`config.mk`:
```
export PLATFORM = sky130hd
export DESIGN_NAME = rto_event_arbiter
export DESIGN_NICKNAME = d
export VERILOG_FILES = /design/src/rtl/rto_arb_pkg.sv /design/src/rtl/rto_rr_picker.sv /design/src/rtl/rto_event_arbiter.sv
export SDC_FILE = /design/constraint.sdc
export NUM_CORES = 1
export LEC_CHECK = 0
export ABC_AREA = 1
export CAP_MARGIN = 20
export CORE_MARGIN = 2
export CORE_UTILIZATION = 52
export DETAILED_ROUTE_END_ITERATION = 10
export PLACE_DENSITY = 0.81
export SKIP_CTS_REPAIR_TIMING = 1
export SYNTH_ARGS = -nofsm -noshare
export SYNTH_HDL_FRONTEND = slang
export SYNTH_SLANG_ARGS = --single-unit
```
`constraint.sdc`:
```
create_clock -name clk -period 3.6 [get_ports clk]
set_clock_uncertainty 0.2 [all_clocks]
set_input_delay 0.54 -clock clk [delete_from_list [all_inputs] [get_ports clk]]
set_output_delay 0.54 -clock clk [all_outputs]
set_load 0.005 [all_outputs]
```
`src/rtl/rto_arb_pkg.sv`:
```
// Shared types and helpers for the RTO event arbiter.
// The round-robin search is written once here and wrapped by rto_rr_picker.
package rto_arb_pkg;

  localparam int RTO_DATA_WIDTH = 72;
  localparam int RR_MAX_REQ     = 8;

  typedef logic [RTO_DATA_WIDTH-1:0] rto_word_t;

  typedef struct packed {
    logic       found;
    logic [2:0] index;
  } rr_pick_t;

  // First set bit of pend at or above ptr, wrapping modulo n (n <= RR_MAX_REQ).
  function automatic rr_pick_t rr_pick(input logic [RR_MAX_REQ-1:0] pend,
                                       input logic [2:0]            ptr,
                                       input int unsigned           n);
    rr_pick_t    r;
    int unsigned k;
    r = '0;
    for (int unsigned s = 0; s < RR_MAX_REQ; s++) begin
      if (s < n && !r.found) begin
        k = ({29'b0, ptr} + s) % n;
        if (pend[k[2:0]]) begin
          r.found = 1'b1;
          r.index = k[2:0];
        end
      end
    end
    return r;
  endfunction

endpackage

```
`src/rtl/rto_rr_picker.sv`:
```
// Combinational round-robin selector: first pending requester at or above
// the pointer, wrapping around NUM_REQ.
module rto_rr_picker
  import rto_arb_pkg::*;
#(
  parameter int NUM_REQ   = 4,
  parameter int IDX_WIDTH = $clog2(NUM_REQ)
) (
  input  logic [NUM_REQ-1:0]   pending,
  input  logic [IDX_WIDTH-1:0] ptr,
  output logic                 found,
  output logic [IDX_WIDTH-1:0] idx
);

  logic [RR_MAX_REQ-1:0] pend_ext;
  logic [2:0]            ptr_ext;
  rr_pick_t              pick;
  logic                  unused_idx_bits;

  // Widen to the helper's fixed width and run the search.
  always_comb begin
    pend_ext                = '0;
    pend_ext[NUM_REQ-1:0]   = pending;
    ptr_ext                 = '0;
    ptr_ext[IDX_WIDTH-1:0]  = ptr;
    pick                    = rr_pick(pend_ext, ptr_ext, NUM_REQ);
    found                   = pick.found;
    idx                     = pick.index[IDX_WIDTH-1:0];
  end

  // Upper index bits are always zero for small NUM_REQ.
  assign unused_idx_bits = ^pick.index;

endmodule

```
`src/rtl/rto_event_arbiter.sv`:
```
// Merges one-cycle timed events from NUM_REQ RTOB cores onto a single
// TTL/GPO controller input. Each requester owns a one-entry pending slot;
// a round-robin grant forwards at most one event per cycle while busy is low.
// Optional: define RTO_EVENT_ARBITER_STATS_EN to add per-requester
// saturating grant counters on output grant_count.
module rto_event_arbiter
  import rto_arb_pkg::*;
#(
  parameter int NUM_REQ    = 4,
  parameter int DATA_WIDTH = RTO_DATA_WIDTH,
  parameter int IDX_WIDTH  = $clog2(NUM_REQ)
) (
  input  logic                          clk,
  input  logic                          reset,
  input  logic [NUM_REQ-1:0]            req_matched,
  input  logic [NUM_REQ*DATA_WIDTH-1:0] req_data,
  input  logic                          busy,
  input  logic                          clear_error,
  output logic                          out_matched,
  output logic [DATA_WIDTH-1:0]         out_data,
  output logic [IDX_WIDTH-1:0]          out_src,
  output logic [NUM_REQ-1:0]            pending,
  output logic [NUM_REQ-1:0]            overflow_error,
  output logic [DATA_WIDTH-1:0]         overflow_data
`ifdef RTO_EVENT_ARBITER_STATS_EN
  ,
  output logic [NUM_REQ*32-1:0]         grant_count
`endif
);

  logic [NUM_REQ-1:0]            pending_q, pending_d;
  logic [NUM_REQ-1:0]            overflow_error_q, overflow_error_d;
  logic [DATA_WIDTH-1:0]         overflow_data_q, overflow_data_d;
  logic                          out_matched_q, out_matched_d;
  logic [DATA_WIDTH-1:0]         out_data_q, out_data_d;
  logic [IDX_WIDTH-1:0]          out_src_q, out_src_d;
  logic [IDX_WIDTH-1:0]          ptr_q, ptr_d;

  logic [NUM_REQ*DATA_WIDTH-1:0] slot_flat;
  logic                          pick_found;
  logic [IDX_WIDTH-1:0]          grant_idx;
  logic                          grant_en;
  logic [NUM_REQ-1:0]            grant_vec;
  logic [NUM_REQ-1:0]            ovf_vec;
  logic [DATA_WIDTH-1:0]         ovf_word;

  rto_rr_picker #(
    .NUM_REQ   (NUM_REQ),
    .IDX_WIDTH (IDX_WIDTH)
  ) u_picker (
    .pending (pending_q),
    .ptr     (ptr_q),
    .found   (pick_found),
    .idx     (grant_idx)
  );

  assign grant_en = pick_found && !busy;

  // One-hot view of this cycle's grant.
  always_comb begin
    grant_vec = '0;
    if (grant_en) grant_vec[grant_idx] = 1'b1;
  end

  // A slot can take a new word when empty or when its old word leaves this cycle.
  for (genvar gi = 0; gi < NUM_REQ; gi++) begin : g_slot
    logic [DATA_WIDTH-1:0] slot_q;

    // Capture the requester's word into its pending slot.
    always_ff @(posedge clk) begin
      if (reset) begin
        slot_q <= '0;
      end else if (req_matched[gi] && (!pending_q[gi] || grant_vec[gi])) begin
        slot_q <= req_data[gi*DATA_WIDTH +: DATA_WIDTH];
      end
    end

    assign slot_flat[gi*DATA_WIDTH +: DATA_WIDTH] = slot_q;
  end

  // Output word, source index, pending set and rr pointer next state.
  always_comb begin
    out_matched_d = grant_en;
    out_src_d     = out_src_q;
    out_data_d    = out_data_q;
    ptr_d         = ptr_q;
    if (grant_en) begin
      out_src_d = grant_idx;
      for (int i = 0; i < NUM_REQ; i++) begin
        if (grant_idx == IDX_WIDTH'(i)) out_data_d = slot_flat[i*DATA_WIDTH +: DATA_WIDTH];
      end
      ptr_d = (grant_idx == IDX_WIDTH'(NUM_REQ - 1)) ? '0 : grant_idx + IDX_WIDTH'(1);
    end
    // A granted slot that is refilled in the same cycle stays pending.
    pending_d = (pending_q & ~grant_vec) | req_matched;
  end

  // Overflow detection: a new event hits a full slot that is not leaving.
  always_comb begin
    ovf_vec  = req_matched & pending_q & ~grant_vec;
    ovf_word = '0;
    // Lowest overflowing requester supplies the captured word.
    for (int i = NUM_REQ - 1; i >= 0; i--) begin
      if (ovf_vec[i]) ovf_word = req_data[i*DATA_WIDTH +: DATA_WIDTH];
    end
    overflow_error_d = (clear_error ? '0 : overflow_error_q) | ovf_vec;
    overflow_data_d  = clear_error ? '0 : overflow_data_q;
    // Keep only the first dropped word; a clear in the same cycle lets the new one in.
    if (|ovf_vec && (clear_error || !(|overflow_error_q))) overflow_data_d = ovf_word;
  end

  // State and output registers.
  always_ff @(posedge clk) begin
    if (reset) begin
      pending_q        <= '0;
      overflow_error_q <= '0;
      overflow_data_q  <= '0;
      out_matched_q    <= 1'b0;
      out_data_q       <= '0;
      out_src_q        <= '0;
      ptr_q            <= '0;
    end else begin
      pending_q        <= pending_d;
      overflow_error_q <= overflow_error_d;
      overflow_data_q  <= overflow_data_d;
      out_matched_q    <= out_matched_d;
      out_data_q       <= out_data_d;
      out_src_q        <= out_src_d;
      ptr_q            <= ptr_d;
    end
  end

  assign out_matched    = out_matched_q;
  assign out_data       = out_data_q;
  assign out_src        = out_src_q;
  assign pending        = pending_q;
  assign overflow_error = overflow_error_q;
  assign overflow_data  = overflow_data_q;

`ifdef RTO_EVENT_ARBITER_STATS_EN
  for (genvar gi = 0; gi < NUM_REQ; gi++) begin : g_stats
    logic [31:0] cnt_q;

    // Saturating per-requester grant counter.
    always_ff @(posedge clk) begin
      if (reset || clear_error) begin
        cnt_q <= '0;
      end else if (grant_vec[gi] && cnt_q != 32'hFFFF_FFFF) begin
        cnt_q <= cnt_q + 32'd1;
      end
    end

    assign grant_count[gi*32 +: 32] = cnt_q;
  end
`endif

endmodule

```
==> metrics.cfg, run 1 <==
[cts]
h-tree-depth=2
clk_latency_ns=0.58
clock-root-buffer=clkbuf_16
clkSinkCount=445
ctsLongestPathBuffers=3
numCtsBuffers=46
cts_tree=done
clk_pin_slew_worst_paths_ns=0.06

[floorplanning]
dieArea_sq_um=42400
start_util_pct=53.0
rows=73
pin_count=451
die_h_um=206
die_x_um=206
coreArea_sq_um=40000

[worst_setup_path]
required_ns=3.89
path_common_cell=nand2_1
crit_fanout=70
critPathMaxStageDelay_ns=0.43
critPathCaptureType=register
path_cells=inv_2 -> nand2_1 -> nand2_1 -> nand2_1 -> nand2_2 -> nor2_4 -> nand3_4 -> nand2_1 -> ha_4 -> nand3_4 -> buf_4 -> nand2_1 -> nand2_1 -> inv_4 -> buf_16 -> o21ai_0 -> a21oi_1
path_buf_inv=4
critPathArrivalTime_ns=3.66
start_kind=register
critical-path-top-delay-family=simple AND/OR/NAND/NOR gates
path_class=register to register
slowest_stage=dfxtp_1

[yosys]
ys_seq_area_share_pct=42.0
synth_area_per_cell_sq_um=6.88
netlist.top_cell.by_area=dfxtp_1
syn_area_sq_um=21200
synth_cell_types=31
synth_common_cells=dfxtp_1 (445), nand3_1 (439), nor2_1 (401)
ys.flop_type=dfxtp_1
syn_inst=3080
synth_edf_count=0
yosys-top-cells-area=dfxtp_1 (42%), nand3_1 (10%), o21ai_0 (9.0%)
syn_nets=3380
netlist.area_leader.share_pct=42.0
synth-seq-cells=445
ys_warn_count=0
synthArstFlopShare_pct=0
synth_most_common_cell=dfxtp_1

[sta]
hold_viol=0
slew_viol_final=0
fin_crit_ns=3.37
tns_ns=0
max_slew.worst_pin.slew_ns=0.748
clock.fmax_ghz=0.297
fin_crit_sh_pct=93.6
slew_headroom_pct=50.1
setup_violations=0

[finish]
stdcell_count=3931
multi_input_area_sq_um=10200
area_delta_synth_final_pct=29.6
drive_above_1_share_pct=7.00
regArea_sq_um=8910
nFillCells=3336
fin_nets=3668

[grt]
grt_max_degree=149
grt_pass1_wl_um=122000
grt_overflow_total=0
grt_usage_pct=36.5
antenna_found_initial=3
grt_pass1_vias=22600

[power]
ir_worst_vdd_mv=0.938
power_leakage_nw=11.4
p_per_area_nw_per_um2=745
power.total_mw=20.5

[place]
dp.cells=3840
portBuffers=450
place_congestion=0.925
dpl.hpwl_um=51000

[routing]
drtAntennaViolNets=0
firstDrtPassIters=6
vias=23300
routed_wirelength_um=80500
drc=0
wl_per_cell_um=20.5
drt_iter0_drc=2642
via_per_inst=5.92

[job]
cap_viol_max_count=0

[outcome]
status=completed

[worst_hold_path]
hold_path_class=register to register

-- worst min-delay path: stages (launching register included) --
cell	delay (ns)
dfxtp_1	0.29
inv_1	0.05
a21oi_1	0.05
-- sequential cells by signal, summed over array words and instances, names as in the netlist --
signal / flops
g_slot.slot_q: 288
out_data: 72
overflow_data: 72
overflow_error: 4
pending: 4
out_src: 2
ptr_q: 2
out_matched: 1
-- through the flow --
step | setup WS, ns | utilization (%) | hold slack (ns) | instance area (sq um)
global placement | 0.217 | 64.6 | 0.234 | 25800
detailed placement | 0.172 | 64.6 | 0.240 | 25800
global route | -0.00987 | 68.7 | 0.264 | 27500
finish | 0.231 | 68.7 | 0.248 | 27500
CTS | 0.116 | 68.4 | 0.235 | 27400
floorplan | 0.665 | - | 0.224 | 21200
-- path summary, 6_finish.rpt --
check / start / endpoint / slack (ns) / cells after the start
hold / removal: g_slot[0].slot_q[60]$_SDFFE_PP0P_ / g_slot[0].slot_q[60]$_SDFFE_PP0P_ / 0.25 / 2
setup reg to reg: ptr_q[1]$_SDFFE_PP0N_ / g_slot[2].slot_q[67]$_SDFFE_PP0P_ / 0.23 / 17
setup / recovery: ptr_q[1]$_SDFFE_PP0N_ / g_slot[2].slot_q[67]$_SDFFE_PP0P_ / 0.23 / 17
hold reg to reg: g_slot[0].slot_q[60]$_SDFFE_PP0P_ / g_slot[0].slot_q[60]$_SDFFE_PP0P_ / 0.25 / 2
-- kinds of logic after synthesis --
logic type / count (synthesis) / share of synthesized area (%)
buf+inv: 513 / 10.4
fa+ha+maj: 4 / 0.236
xor+xnor: 1 / 0.0413
mux: 5 / 0.236
flops: 445 / 42.0
simple gates: 1312 / 27.1
compound gates: 800 / 20.0
-- area by class of cell --
cell class / instances / area share (%)
Clock buffer: 71 / 5.08
Sequential cell: 445 / 32.4
Clock inverter: 10 / 0.469
Tap cell: 525 / 2.39
Timing Repair Buffer: 510 / 19.0
Antenna cell: 5 / 0.0455
Inverter: 242 / 3.41
Multi-Input combinational cell: 2123 / 37.2
-- routing by layer --
layer | share of wire (%) | GRT usage [%]
met1 | 38 | 46.6
met2 | 45 | 57.3
met3 | 12 | 7.58
met4 | 5.2 | 20.5
met5 | 0 | 0
-- power breakdown --
group	leakage, nW	switching, mW	internal (mW)
clock network	0.756	2.00	2.87
registers	3.68	0.534	5.87
logic	6.99	5.86	3.35
total	11.4	8.40	12.1
-- cell usage in the layout (no fill, tap or decap), types with 9 or more instances in the layout --
cell,n
a21oi_1,324
buf_12,15
o21ai_0,383
a31oi_1,14
dfxtp_1,444
buf_4,38
clkbuf_8,13
clkdlybuf4s50_1,449
o21ai_1,18
clkbuf_16,49
or2_2,71
nand2_1,382
nor2_1,400
clkinv_2,9
inv_1,230
nand3_1,438
clkbuf_1,11
a221oi_1,59
Power figures use the tool's default switching activity.
==> run 2: changes to the inputs <==
--- a/config.mk
+++ b/config.mk
@@ -6,8 +6,7 @@
 export NUM_CORES = 1
 export LEC_CHECK = 0
 export ABC_AREA = 1
-export CAP_MARGIN = 20
-export CORE_MARGIN = 2
+export CORE_MARGIN = 4
 export CORE_UTILIZATION = 52
 export DETAILED_ROUTE_END_ITERATION = 10
 export PLACE_DENSITY = 0.81
==> run 2 against run 1 <==
Non-clock buffer count down 10. Global-route usage down 1.8 points. Routed wire length up 0.31%. Clock-buffer cell count up 6. Flip-flop and latch count unchanged. Cell count down 0.20%. Maximum frequency down 1.2%. Clock power down 3%. Critical endpoint is now overflow_data[23]$_SDFFE_PP0P_. Largest cell class unchanged.
==> metrics.cfg, run 2 (synthesis results as in run 1) <==
[outcome]
status=completed

[floorplanning]
start_util_pct=53.0  ; unchanged
die_x_um=210  ; +1.9%
rows=73  ; unchanged
dieArea_sq_um=44100  ; +3.9%
coreArea_sq_um=40000  ; unchanged
die_h_um=210  ; +1.9%
pin_count=451  ; unchanged

[cts]
h-tree-depth=2  ; unchanged
numCtsBuffers=47  ; +2.2%
clk_latency_ns=0.57  ; about the same
clock-root-buffer=clkbuf_16
clk_pin_slew_worst_paths_ns=0.06  ; about the same
ctsLongestPathBuffers=3  ; unchanged
cts_tree=done
clkSinkCount=445  ; unchanged

[sta]
slew_headroom_pct=27.2  ; -23 points
fin_ws_ns=0.192  ; -0.0396 ns
slew_viol_final=0  ; unchanged
hold_viol=0  ; unchanged
fin_crit_ns=3.41  ; +0.0396 ns
tns_ns=0  ; unchanged
max_slew.worst_pin.slew_ns=1.09  ; +0.343 ns
fin_crit_sh_pct=94.7  ; +1.1 points
hold_slack_ns=0.248  ; -0.000364 ns
clock.fmax_ghz=0.293  ; -1.2%
setup_violations=0  ; unchanged

[worst_setup_path]
critPathArrivalTime_ns=3.62  ; -0.04 ns
start_kind=register
slowest_stage=dfxtp_1
path_common_cell=nand2_1
path_buf_inv=2  ; -2
critPathMaxStageDelay_ns=0.45  ; +0.02 ns
required_ns=3.81  ; -0.08 ns
critical-path-top-delay-family=simple AND/OR/NAND/NOR gates
path_cells=inv_2 -> nand2_1 -> nand2_1 -> nand2_1 -> nand2_2 -> nor2_4 -> nand4_1 -> nand3_2 -> ha_4 -> nand3_4 -> nand2_4 -> nand2_1 -> nor2_2 -> nor2_8 -> buf_16 -> nand3_1 -> a21oi_1
crit_fanout=72  ; +2.9%
path_class=register to register
critPathCaptureType=register

[routing]
drt_iter0_drc=2560  ; -3.1%
vias=23300  ; +0.28%
drc=0  ; unchanged
wl_per_cell_um=20.6  ; +0.52%
routed_wirelength_um=80700  ; +0.31%
drtAntennaViolNets=0  ; unchanged
via_per_inst=5.95  ; +0.49%
firstDrtPassIters=9  ; +3

[place]
dp.cells=3832  ; -0.21%
place_congestion=0.926  ; +0.15%
dpl.hpwl_um=50700  ; -0.56%
place_area_sq_um=25800  ; unchanged
portBuffers=450  ; unchanged
pre_cts_slack_ns=0.133  ; -0.0391 ns

[finish]
area_delta_synth_final_pct=29.1
stdcell_count=3923  ; -0.20%
largest_register_ffs=288  ; unchanged
final_cell_area_sq_um=27400  ; -0.38%
utilization_pct=68.5  ; -0.26 points
drive_above_1_share_pct=6.69  ; -0.31 points
final_cell_mix=clkdlybuf4s50_1 (449), dfxtp_1 (444), nand3_1 (437)
layout_commonest_cell=clkdlybuf4s50_1
fin_nets=3659  ; -0.25%
regMostFlops=g_slot.slot_q

[grt]
grt_overflow_total=0  ; unchanged
grt_usage_pct=34.7  ; -1.8 points
grt_max_degree=160  ; +7.4%
grt_pass1_wl_um=124000  ; +1.7%
grt_pass1_vias=22700  ; +0.28%
antenna_found_initial=8  ; +5

[power]
power_leakage_nw=11.3  ; -0.73%
p_per_area_nw_per_um2=740  ; -0.77%
power.total_mw=20.3  ; -1.1%
ir_worst_vdd_mv=0.637  ; -32%

[job]
cap_viol_max_count=0  ; unchanged

[worst_hold_path]
hold_path_class=register to register

[run 2: where the power goes]
part           internal, mW  switching (mW)  total (mW)
Combinational          3.32            5.80        9.12
Sequential             5.87           0.525        6.40
Clock                  2.72            2.02        4.73
[run 2: layer usage]
metal  global-route usage [%]  up-vias  wire, um
met5                        0        -        41
met1                     44.0    10600     30400
met2                     55.3     1599     36300
met4                     18.7        6      4560
li1                         -    10800         -
met3                     7.87      334      9420
[run 2: area by class of cell]
class / instances / area [sq um]
timing repair inverter: 1 / 7.51
tap: 525 / 657
timing repair buffer: 500 / 5180
inverter: 242 / 931
multi-input combinational: 2122 / 10200
fill: 3460 / 12600
clock inverter: 6 / 32.5
clock buffer: 77 / 1440
sequential: 445 / 8910
antenna: 5 / 12.5
[run 2: worst register-to-register path: stages (launching register included)]
cell and delay (ns):
dfxtp_1 0.45, inv_2 0.10, nand2_1 0.09, nand2_1 0.10, nand2_1 0.13, nand2_2 0.08
nor2_4 0.14, nand4_1 0.16, nand3_2 0.20, ha_4 0.20, nand3_4 0.10, nand2_4 0.26
nand2_1 0.19, nor2_2 0.25, nor2_8 0.05, buf_16 0.25, nand3_1 0.22, a21oi_1 0.07
[run 2: worst paths after layout]
path,slack (ns),depth (start not counted),startpoint,to
max,0.19,17,ptr_q[1]$_SDFFE_PP0N_,overflow_data[23]$_SDFFE_PP0P_
min reg2reg,0.25,2,g_slot[0].slot_q[52]$_SDFFE_PP0P_,g_slot[0].slot_q[52]$_SDFFE_PP0P_
min,0.25,2,g_slot[0].slot_q[52]$_SDFFE_PP0P_,g_slot[0].slot_q[52]$_SDFFE_PP0P_
max reg2reg,0.19,17,ptr_q[1]$_SDFFE_PP0N_,overflow_data[23]$_SDFFE_PP0P_
